[config.mk]
export PLATFORM = sky130hd
export DESIGN_NAME = mult_div_unit
export DESIGN_NICKNAME = d
export VERILOG_FILES = /design/src/rtl/md_pkg.sv /design/src/rtl/md_step.sv /design/src/rtl/mult_div_unit.sv
export SDC_FILE = /design/constraint.sdc
export NUM_CORES = 1
export LEC_CHECK = 0
export ABC_CLOCK_PERIOD_IN_PS = 5000
export BUFFER_PORTS_ARGS = -buffer_cell sky130_fd_sc_hd__clkbuf_2
export CORE_ASPECT_RATIO = 0.6
export CORE_MARGIN = 5
export CORE_UTILIZATION = 62
export DETAILED_ROUTE_END_ITERATION = 10
export GPL_ROUTABILITY_DRIVEN = 0
export PLACE_DENSITY = 0.82
export SLEW_MARGIN = 15
export SYNTH_ARGS = -nofsm -noshare
export SYNTH_HDL_FRONTEND = slang
export SYNTH_HIERARCHICAL = 1
export SYNTH_SLANG_ARGS = --single-unit
[constraint.sdc]
create_clock -name clk -period 5 [get_ports clk]
set_input_delay 0.5 -clock clk [delete_from_list [all_inputs] [get_ports clk]]
set_output_delay 0.5 -clock clk [all_outputs]
set_load 0.1 [all_outputs]
[src/rtl/md_pkg.sv]
// Shared encodings for the multiply/divide unit and the control unit that drives it.
package md_pkg;

    typedef enum logic [1:0] {
        OP_MULT = 2'b00,
        OP_DIV  = 2'b01,
        OP_MTHI = 2'b10,
        OP_MTLO = 2'b11
    } op_e;

    typedef enum logic [1:0] {
        ST_IDLE   = 2'b00,
        ST_RUN    = 2'b01,
        ST_FINISH = 2'b10
    } state_e;

    // R-type funct codes the control unit decodes into HI/LO operations
    localparam logic [5:0] FUNCT_MFHI = 6'h10;
    localparam logic [5:0] FUNCT_MTHI = 6'h11;
    localparam logic [5:0] FUNCT_MFLO = 6'h12;
    localparam logic [5:0] FUNCT_MTLO = 6'h13;
    localparam logic [5:0] FUNCT_MULT = 6'h18;
    localparam logic [5:0] FUNCT_DIV  = 6'h1A;

endpackage

[src/rtl/md_step.sv]
// One iteration of the iterative engine over a 2*WIDTH+1 working register.
// MULT layout: {A, Q, q_-1}; DIV layout: {remainder, quotient, spare}.
module md_step
    import md_pkg::*;
#(
    parameter int WIDTH = 32
) (
    input  logic               is_div,
    input  logic [WIDTH-1:0]   operand,
    input  logic [2*WIDTH:0]   work_in,
    output logic [2*WIDTH:0]   work_out
);

    logic [WIDTH-1:0] upper;
    logic [WIDTH-1:0] lower;
    logic [WIDTH:0]   booth_sum;
    logic [WIDTH:0]   shifted;
    logic [WIDTH:0]   trial;

    // Booth add/sub with arithmetic shift, or restoring shift/subtract
    always_comb begin
        upper     = work_in[2*WIDTH:WIDTH+1];
        lower     = work_in[WIDTH:1];
        booth_sum = {upper[WIDTH-1], upper};
        shifted   = {upper, lower[WIDTH-1]};
        trial     = shifted - {1'b0, operand};
        work_out  = work_in;
        if (is_div) begin
            if (!trial[WIDTH]) begin
                work_out = {trial[WIDTH-1:0], lower[WIDTH-2:0], 1'b1, 1'b0};
            end else begin
                work_out = {shifted[WIDTH-1:0], lower[WIDTH-2:0], 1'b0, 1'b0};
            end
        end else begin
            // Sum is kept one bit wider so a most-negative multiplicand cannot
            // overflow; the shift then drops that extra bit back out.
            case (work_in[1:0])
                2'b01:   booth_sum = booth_sum + {operand[WIDTH-1], operand};
                2'b10:   booth_sum = booth_sum - {operand[WIDTH-1], operand};
                default: ;
            endcase
            work_out = {booth_sum, lower};
        end
    end

endmodule

[src/rtl/mult_div_unit.sv]
// Iterative signed multiply/divide sequencer owning the HI and LO registers.
module mult_div_unit
    import md_pkg::*;
#(
    parameter int WIDTH = 32,
    parameter int CNT_W = 6
) (
    input  logic             clk,
    input  logic             reset,
    input  logic             start,
    input  logic [1:0]       op,
    input  logic [WIDTH-1:0] a_in,
    input  logic [WIDTH-1:0] b_in,
    output logic             busy,
    output logic             done,
    output logic             div_zero,
    output logic [WIDTH-1:0] hi_out,
    output logic [WIDTH-1:0] lo_out
);

    state_e           state;
    state_e           state_nxt;
    op_e              op_in;
    op_e              op_q;
    logic [CNT_W-1:0] cnt;
    logic [WIDTH-1:0] opnd_q;
    logic [2*WIDTH:0] work_q;
    logic [2*WIDTH:0] step_out;
    logic             neg_quot_q;
    logic             neg_rem_q;
    logic             done_nxt;
    logic             dz_nxt;
    logic             load;
    logic             wr_hi;
    logic             wr_lo;
    logic             finish;
    logic [WIDTH-1:0] quot;
    logic [WIDTH-1:0] rem;

    function automatic logic [WIDTH-1:0] mag(input logic [WIDTH-1:0] v);
        return v[WIDTH-1] ? -v : v;
    endfunction

    assign op_in = op_e'(op);
    assign busy  = (state != ST_IDLE);
    assign rem   = work_q[2*WIDTH:WIDTH+1];
    assign quot  = work_q[WIDTH:1];

    md_step #(.WIDTH(WIDTH)) u_step (
        .is_div   (op_q == OP_DIV),
        .operand  (opnd_q),
        .work_in  (work_q),
        .work_out (step_out)
    );

    // State register
    always_ff @(posedge clk) begin
        if (reset) state <= ST_IDLE;
        else       state <= state_nxt;
    end

    // Next-state and per-cycle control decode
    always_comb begin
        state_nxt = state;
        done_nxt  = 1'b0;
        dz_nxt    = 1'b0;
        load      = 1'b0;
        wr_hi     = 1'b0;
        wr_lo     = 1'b0;
        finish    = 1'b0;
        case (state)
            ST_IDLE: begin
                if (start) begin
                    case (op_in)
                        OP_MTHI: begin
                            wr_hi    = 1'b1;
                            done_nxt = 1'b1;
                        end
                        OP_MTLO: begin
                            wr_lo    = 1'b1;
                            done_nxt = 1'b1;
                        end
                        OP_DIV: begin
                            if (b_in == '0) begin
                                dz_nxt   = 1'b1;
                                done_nxt = 1'b1;
                            end else begin
                                load      = 1'b1;
                                state_nxt = ST_RUN;
                            end
                        end
                        default: begin
                            load      = 1'b1;
                            state_nxt = ST_RUN;
                        end
                    endcase
                end
            end
            ST_RUN: begin
                if (cnt == CNT_W'(WIDTH - 1)) state_nxt = ST_FINISH;
            end
            ST_FINISH: begin
                finish    = 1'b1;
                done_nxt  = 1'b1;
                state_nxt = ST_IDLE;
            end
            default: state_nxt = ST_IDLE;
        endcase
    end

    // Datapath: operand latch, iteration, result write-back and pulses
    always_ff @(posedge clk) begin
        if (reset) begin
            cnt        <= '0;
            hi_out     <= '0;
            lo_out     <= '0;
            done       <= 1'b0;
            div_zero   <= 1'b0;
            op_q       <= OP_MULT;
            opnd_q     <= '0;
            work_q     <= '0;
            neg_quot_q <= 1'b0;
            neg_rem_q  <= 1'b0;
        end else begin
            done     <= done_nxt;
            div_zero <= dz_nxt;
            if (wr_hi) hi_out <= a_in;
            if (wr_lo) lo_out <= a_in;
            if (load) begin
                op_q       <= op_in;
                cnt        <= '0;
                neg_quot_q <= a_in[WIDTH-1] ^ b_in[WIDTH-1];
                neg_rem_q  <= a_in[WIDTH-1];
                if (op_in == OP_DIV) begin
                    opnd_q <= mag(b_in);
                    work_q <= {{WIDTH{1'b0}}, mag(a_in), 1'b0};
                end else begin
                    opnd_q <= a_in;
                    work_q <= {{WIDTH{1'b0}}, b_in, 1'b0};
                end
            end
            if (state == ST_RUN) begin
                work_q <= step_out;
                cnt    <= cnt + 1'b1;
            end
            if (finish) begin
                if (op_q == OP_DIV) begin
                    lo_out <= neg_quot_q ? -quot : quot;
                    hi_out <= neg_rem_q  ? -rem  : rem;
                end else begin
                    hi_out <= rem;
                    lo_out <= quot;
                end
            end
        end
    end

endmodule

==> summary.txt, run 1 <==
Status - finished clean
R2R cell count - 18
Final period util - 0.942
Fillers - 2,112
Pleak - 6.92 nW
DR WL/cell - 22.2 um
Detailed Route WL - 53,900 um
Combinational share of power - 0.418
Antenna Violating Nets Remaining - 0
Pre-CTS setup slack - 0.384 ns
Synth top area share - 0.221
Leading area contributor after synthesis - dfxtp_1
EDFF count, synth - 0
Clock Path Buffers - 2
Reg-to-Reg Start - opnd_q[6]
YS warnings - 6
Largest net degree at the start of global routing - 72
Crit path cell chain - nor4_1, nand2_1, nor3_1, buf_4, a21oi_1, xnor2_1, ha_1, a21oi_1, a21boi_0, nand3b_1, o211ai_1, a41oi_1, buf_4, nor2_1, o31ai_1, mux2i_1, a22oi_1, a22o_1
Multi-input combinational cell area - 11,500 um^2
CP max FO - 6
GR Overflow Total - 0
Maximum VDD drop - 0.000232 V
Req. time, crit path - 5.35 ns
Seq cells post-synth - 175
Initial antenna violation count - 1
Worst R2R Setup Slack - 0.29 ns
Htree depth - 4
# setup viols final - 0
Maximum capacitance violations - 0
Net Sw Power - 2.04 mW
Hold path start - b_in[0]
Share of layout cells above drive strength 1 - 0.139
Vias in the first global route - 15,147
Total GRT Usage - 0.356
Clock Latency Late Sink - 0.46 ns
Crit path arrival time - 5.06 ns
Int Power - 2.96 mW
Die H - 134 um
Flop pwr share - 0.316
FFs w/ async S/R, synth - 0
Commonest cells after routing, fill and taps aside - nor2_1 (196), dfxtp_1 (175), a21oi_1 (137)
Syn_area_per_cell - 7.74 um^2
Slew margin rel. - 0.302
Antenna cells - 0
Final max-slew violation count - 0
Core Area - 25,300 um^2
Setup_tns - 0 ns
Die Wd - 217 um
Hold Crit Depth - 3
Max Fclk - 212 MHz
CP Capture Type - register
NumNets Final - 2,226
Unrepaired setup endpoints after global routing - no
Reg clk slew, reported paths - 0.07 ns
Hold EP - opnd_q[0]
Post-synth cell types - 88
Switching share of power - 0.408
Row count - 45
Pwr/cell area - 292 nW/um^2
Dpl hpwl - 39,100 um
Sequential Area - 3500 um^2
P&R area growth vs syn - 7.68%
Full die area - 29,000 um^2
CTS tree - done
Synth Instances - 2,051
Routed vias - 16,956
Largest cells by area after synthesis - dfxtp_1 (22%), xnor2_1 (6.0%), ha_1 (5.6%)
Hold Path Class - primary input to register
Number of DRC markers in iteration 0 - 2,510
Num ports - 136
Setup slack after layout - 0.290 ns
CP peak stage delay - 0.63 ns
Clock Sinks - 175
Clk pwr share - 0.266
Final hold violations - 0
Post-synth net total - 2,193
Postcts setup bufs - 0
Slew @ Worst Pin - 1.04 ns
Post-layout minimum cycle time - 4.71 ns
Type of the worst setup path - register to register
Most used DFF post-synth - dfxtp_1
Clock skew - 0.0119 ns
Total CTS buffers - 17
Fin Hold WS - 0.404 ns
IO Port Bufs - 135
Clock root cell - clkbuf_16
# resized after CTS - 0
Crit-path slowest cell - nor4_1
Via-to-Cell Ratio - 6.99
Most common cell after layout, fill and taps aside - nor2_1
DRT Pass-1 Iters - 6
Starting Density - 0.628
CP Launch Type - register
# DRC - 0
First-pass GRT wire length - 84,200 um
Sequential element share of the synthesized area - 0.221
Mapped cell area - 15,900 um^2
Worst r2r dst - work_q[62]
Cts hold-fix bufs - 0
-- cell usage after synthesis (20+ instances only) --
cell type  number
a21o_1         36
o21ai_1        21
xnor2_1       109
mux2i_1        87
ha_1           71
nor4_1         30
o211ai_1       23
o31ai_1        35
xor2_1         77
a22o_1         34
nand4_1        20
a211oi_1      111
nand2_1       130
nor2b_1        24
clkbuf_1      109
o22ai_1        26
a21oi_1       137
nor2_1        200
inv_1          67
a31oi_1        26
dfxtp_1       175
nand3_1        36
mux2_2         38
nor3_1         47
o21ai_0        90
-- worst max-delay path by stage --
stage,from,end,slack (ns),cells past startpoint
after floorplan,opnd_q[17],work_q[64],1.02,19
after global placement,opnd_q[1],work_q[63],0.67,18
after detailed placement,opnd_q[1],work_q[63],0.38,18
after CTS,opnd_q[1],work_q[63],0.35,18
after global routing,opnd_q[6],work_q[62],0.11,18
final,opnd_q[6],work_q[62],0.29,18
-- power groups by stage --
stage	Combinational (mW)	Sequential [mW]	Clock, mW
after detailed placement	2.00	1.61	0
after CTS	2.02	1.57	1.32
after global placement	1.95	1.60	0
after global routing	2.24	1.59	1.38
after floorplan	1.43	1.70	0
final	2.08	1.58	1.33
-- kinds of logic after synthesis --
group / count (synthesis) / share of synthesized area
AOI/OAI and AO/OA: 663 / 0.283
and+or+nand+nor: 609 / 0.191
buffers and inverters: 218 / 0.0610
xor gates and xnor gates: 186 / 0.103
DFF: 175 / 0.221
muxes: 127 / 0.0834
adders and majority gates: 73 / 0.0584
-- metrics by stage --
step	total power [mW]	utilization	instances	cell area (um^2)
after floorplan	3.13	-	2051	15900
after CTS	4.91	0.676	2426	17100
after global routing	5.20	0.677	2426	17100
final	4.99	0.677	2426	17100
after global placement	3.55	0.654	2394	16500
after detailed placement	3.61	0.654	2394	16500
-- critical path, delay by kind of cell (launching register included) --
kind | cells | cell delay [ns]
AO/OA/AOI/OAI | 8 | 1.83
buffers and inverters | 2 | 0.36
multiplexers | 1 | 0.23
AND/OR/NAND/NOR | 5 | 1.30
flip-flops | 1 | 0.35
XOR/XNOR | 1 | 0.14
adder cells (fa/ha/maj) | 1 | 0.39
-- metal layers --
| layer | up-vias | global-route usage | wire length (um) |
|---|---|---|---|
| li1 | 7688 | - | - |
| met1 | 7859 | 0.526 | 23000 |
| met2 | 1257 | 0.505 | 21700 |
| met3 | 150 | 0.0929 | 7680 |
| met4 | 2 | 0.111 | 1540 |
| met5 | - | 0 | 13 |
-- layout make-up --
type | count | area share
inverters | 69 | 0.0151
flip-flops and latches | 175 | 0.205
multi-input cells | 1658 | 0.671
clock buffers | 23 | 0.0274
well taps | 329 | 0.0241
clock inverters | 9 | 0.00505
repair buffers | 163 | 0.0527
-- registers in the layout, summed over array words and instances, names as in the netlist --
register	flops
cnt	6
div_zero	1
work_q	65
state	2
neg_rem_q	1
hi_out	32
lo_out	32
neg_quot_q	1
done	1
opnd_q	32
op_q	2
Note: power is estimated with default switching activity, not from simulation.
==> run 2, diff against run 1 <==
--- a/config.mk
+++ b/config.mk
@@ -13,6 +13,7 @@
 export DETAILED_ROUTE_END_ITERATION = 10
 export GPL_ROUTABILITY_DRIVEN = 0
 export PLACE_DENSITY = 0.82
+export REMOVE_ABC_BUFFERS = 1
 export SLEW_MARGIN = 15
 export SYNTH_ARGS = -nofsm -noshare
 export SYNTH_HDL_FRONTEND = slang
==> run 2 against run 1 <==
Clock-buffer cell count fell by 4. Sequential share of layout area fell by 0.064 points. Sequential cell count did not move. Largest power group unchanged. Fmax rose by 3.9%. Non-clock buffer count rose by 1. Worst setup slack improved by 0.18 ns. Utilization rose by 0.21 points. Design area rose by 0.31%.
==> summary.txt, run 2 (synthesized netlist as in run 1, its figures left out) <==
Req. time, crit path - 5.35 ns (about the same)
DR WL/cell - 22.0 um (-1.1%)
Antenna Violating Nets Remaining - 0 (unchanged)
Starting Density - 0.628 (unchanged)
Row count - 45 (unchanged)
Maximum VDD drop - 0.000203 V (-13%)
Hold Crit Depth - 3 (unchanged)
Final hold violations - 0 (unchanged)
Maximum capacitance violations - 0 (unchanged)
Full die area - 29,000 um^2 (unchanged)
Final period util - 0.907 (-0.0350)
Routed length on met2 - 22,000 um (+1.1%)
Postcts setup bufs - 0 (unchanged)
Initial antenna violation count - 2 (+1)
Unrepaired setup endpoints after global routing - no
Hold Path Class - primary input to register
IO Port Bufs - 135 (unchanged)
Pwr/cell area - 293 nW/um^2 (+0.35%)
Routed vias - 16,944 (-0.071%)
Num ports - 136 (unchanged)
Via-to-Cell Ratio - 6.98 (-0.15%)
# setup viols final - 0 (unchanged)
GR Overflow Total - 0 (unchanged)
Type of the worst setup path - register to register
DRT Pass-1 Iters - 9 (+3)
Biggest register - work_q
Clock Latency Late Sink - 0.45 ns (about the same)
Pleak - 6.93 nW (+0.22%)
Layout Cells excl Fill - 2,428 (+0.082%)
Clock root cell - clkbuf_16
Share of layout cells above drive strength 1 - 0.141 (+0.00184)
R2R cell count - 18 (unchanged)
CTS tree - done
Die Wd - 217 um (unchanged)
Largest register FFs - 65 (unchanged)
Slew margin rel. - 0.193 (-0.109)
Number of DRC markers in iteration 0 - 2,662 (+6.1%)
Fin area - 17,200 um^2 (+0.31%)
Largest net degree at the start of global routing - 67 (-6.9%)
Slew @ Worst Pin - 1.20 ns (+0.161 ns)
Metal-1 WL - 22,700 um (-0.99%)
Max layer used - met5
Core Area - 25,300 um^2 (unchanged)
Vias in the first global route - 15,615 (+3.1%)
Most common cell after layout, fill and taps aside - nor2_1
Status - finished clean
Max Fclk - 221 MHz (+3.9%)
Cts hold-fix bufs - 0 (unchanged)
CP Launch Type - register
Pwr Total - 5.03 mW (+0.66%)
CP Capture Type - register
First-pass GRT wire length - 83,400 um (-0.91%)
Clock skew - 0.0118 ns (-0.000112 ns)
Htree depth - 4 (unchanged)
Clock Path Buffers - 2 (unchanged)
P&R area growth vs syn - 8.02%
Die H - 134 um (unchanged)
NumNets Final - 2,227 (+0.045%)
Clock Sinks - 175 (unchanged)
Reg clk slew, reported paths - 0.08 ns (about the same)
Total CTS buffers - 17 (unchanged)
Final max-slew violation count - 0 (unchanged)
# resized after CTS - 0 (unchanged)
Commonest cells after routing, fill and taps aside - nor2_1 (196), dfxtp_1 (175), a21oi_1 (137)
Placed inst area - 16,600 um^2 (+0.15%)
Fillers - 2,090 (-1.0%)
Placed cell count - 2,395 (+0.042%)
Dpl hpwl - 38,800 um (-0.96%)
Detailed Route WL - 53,400 um (-1.0%)
Crit path arrival time - 4.88 ns (-0.18 ns)
Total GRT Usage - 0.351 (-0.00549)
Setup_tns - 0 ns (unchanged)
CP max FO - 6 (unchanged)
Routed met3 length - 7120 um (-7.3%)
Post-layout minimum cycle time - 4.53 ns (-0.175 ns)
# DRC - 0 (unchanged)
## run 2: changes by cell type in the layout (fill, tap and decap cells not counted), sizes merged
cell / previous run / this run
inv: 67 / 69
clkbuf: 157 / 153
diode: 0 / 1
clkinvlp: 2 / 4
clkinv: 8 / 7
bufinv: 1 / 2
buf: 29 / 30
## run 2: final cells by class
cell class                 instances  area (um^2)  area share
antenna                            1         2.50    0.000146
inverter                          69          259      0.0151
timing repair buffer             164          921      0.0537
tap                              329          412      0.0240
sequential                       175         3500       0.204
multi-input combinational       1658        11500       0.670
clock buffer                      19          433      0.0252
clock inverter                    13          140     0.00817
## run 2: through the flow
stage / setup slack, ns / utilization / hold WS (ns)
6_report: 0.465 / 0.679 / 0.403
5_1_grt: 0.114 / 0.679 / 0.431
4_1_cts: 0.348 / 0.678 / 0.397
3_5_place_dp: 0.441 / 0.655 / 0.463
3_3_place_gp: 0.617 / 0.655 / 0.455
2_1_floorplan: -0.965 / - / 0.439
## run 2: worst paths after layout
kind | start | to | slack (ns)
min | b_in[0] | opnd_q[0] | 0.40
max | opnd_q[6] | work_q[60] | 0.47
max reg2reg | opnd_q[6] | work_q[60] | 0.47
min reg2reg | neg_rem_q | neg_rem_q | 0.47
## run 2: metal layers
metal  GRT usage  vias up
li1            -     7691
met1       0.505     8008
met2       0.509     1108
met3      0.0943      133
met4       0.110        4
met5      0.0267        -
## run 2: critical path, cell delays in order, from the launching register on
cell and delay, ns:
dfxtp_1 0.35, nor4_2 0.50, nand2_1 0.19, nor3_1 0.21, buf_4 0.19, a21oi_1 0.09, xnor2_1 0.14, ha_1 0.42
a21oi_1 0.15, a21boi_0 0.17, nand3b_1 0.23, a31oi_1 0.39, a41oi_1 0.22, buf_4 0.19, o31ai_1 0.39, xnor2_1 0.18
o211a_1 0.15, a21oi_1 0.04, a22o_1 0.23
## run 2: where the power goes
group          total [mW]  switching [mW]  internal (mW)
registers            1.58           0.114           1.47
clock network        1.36           0.619          0.738
logic                2.09            1.31          0.784
total                5.03            2.04           2.99
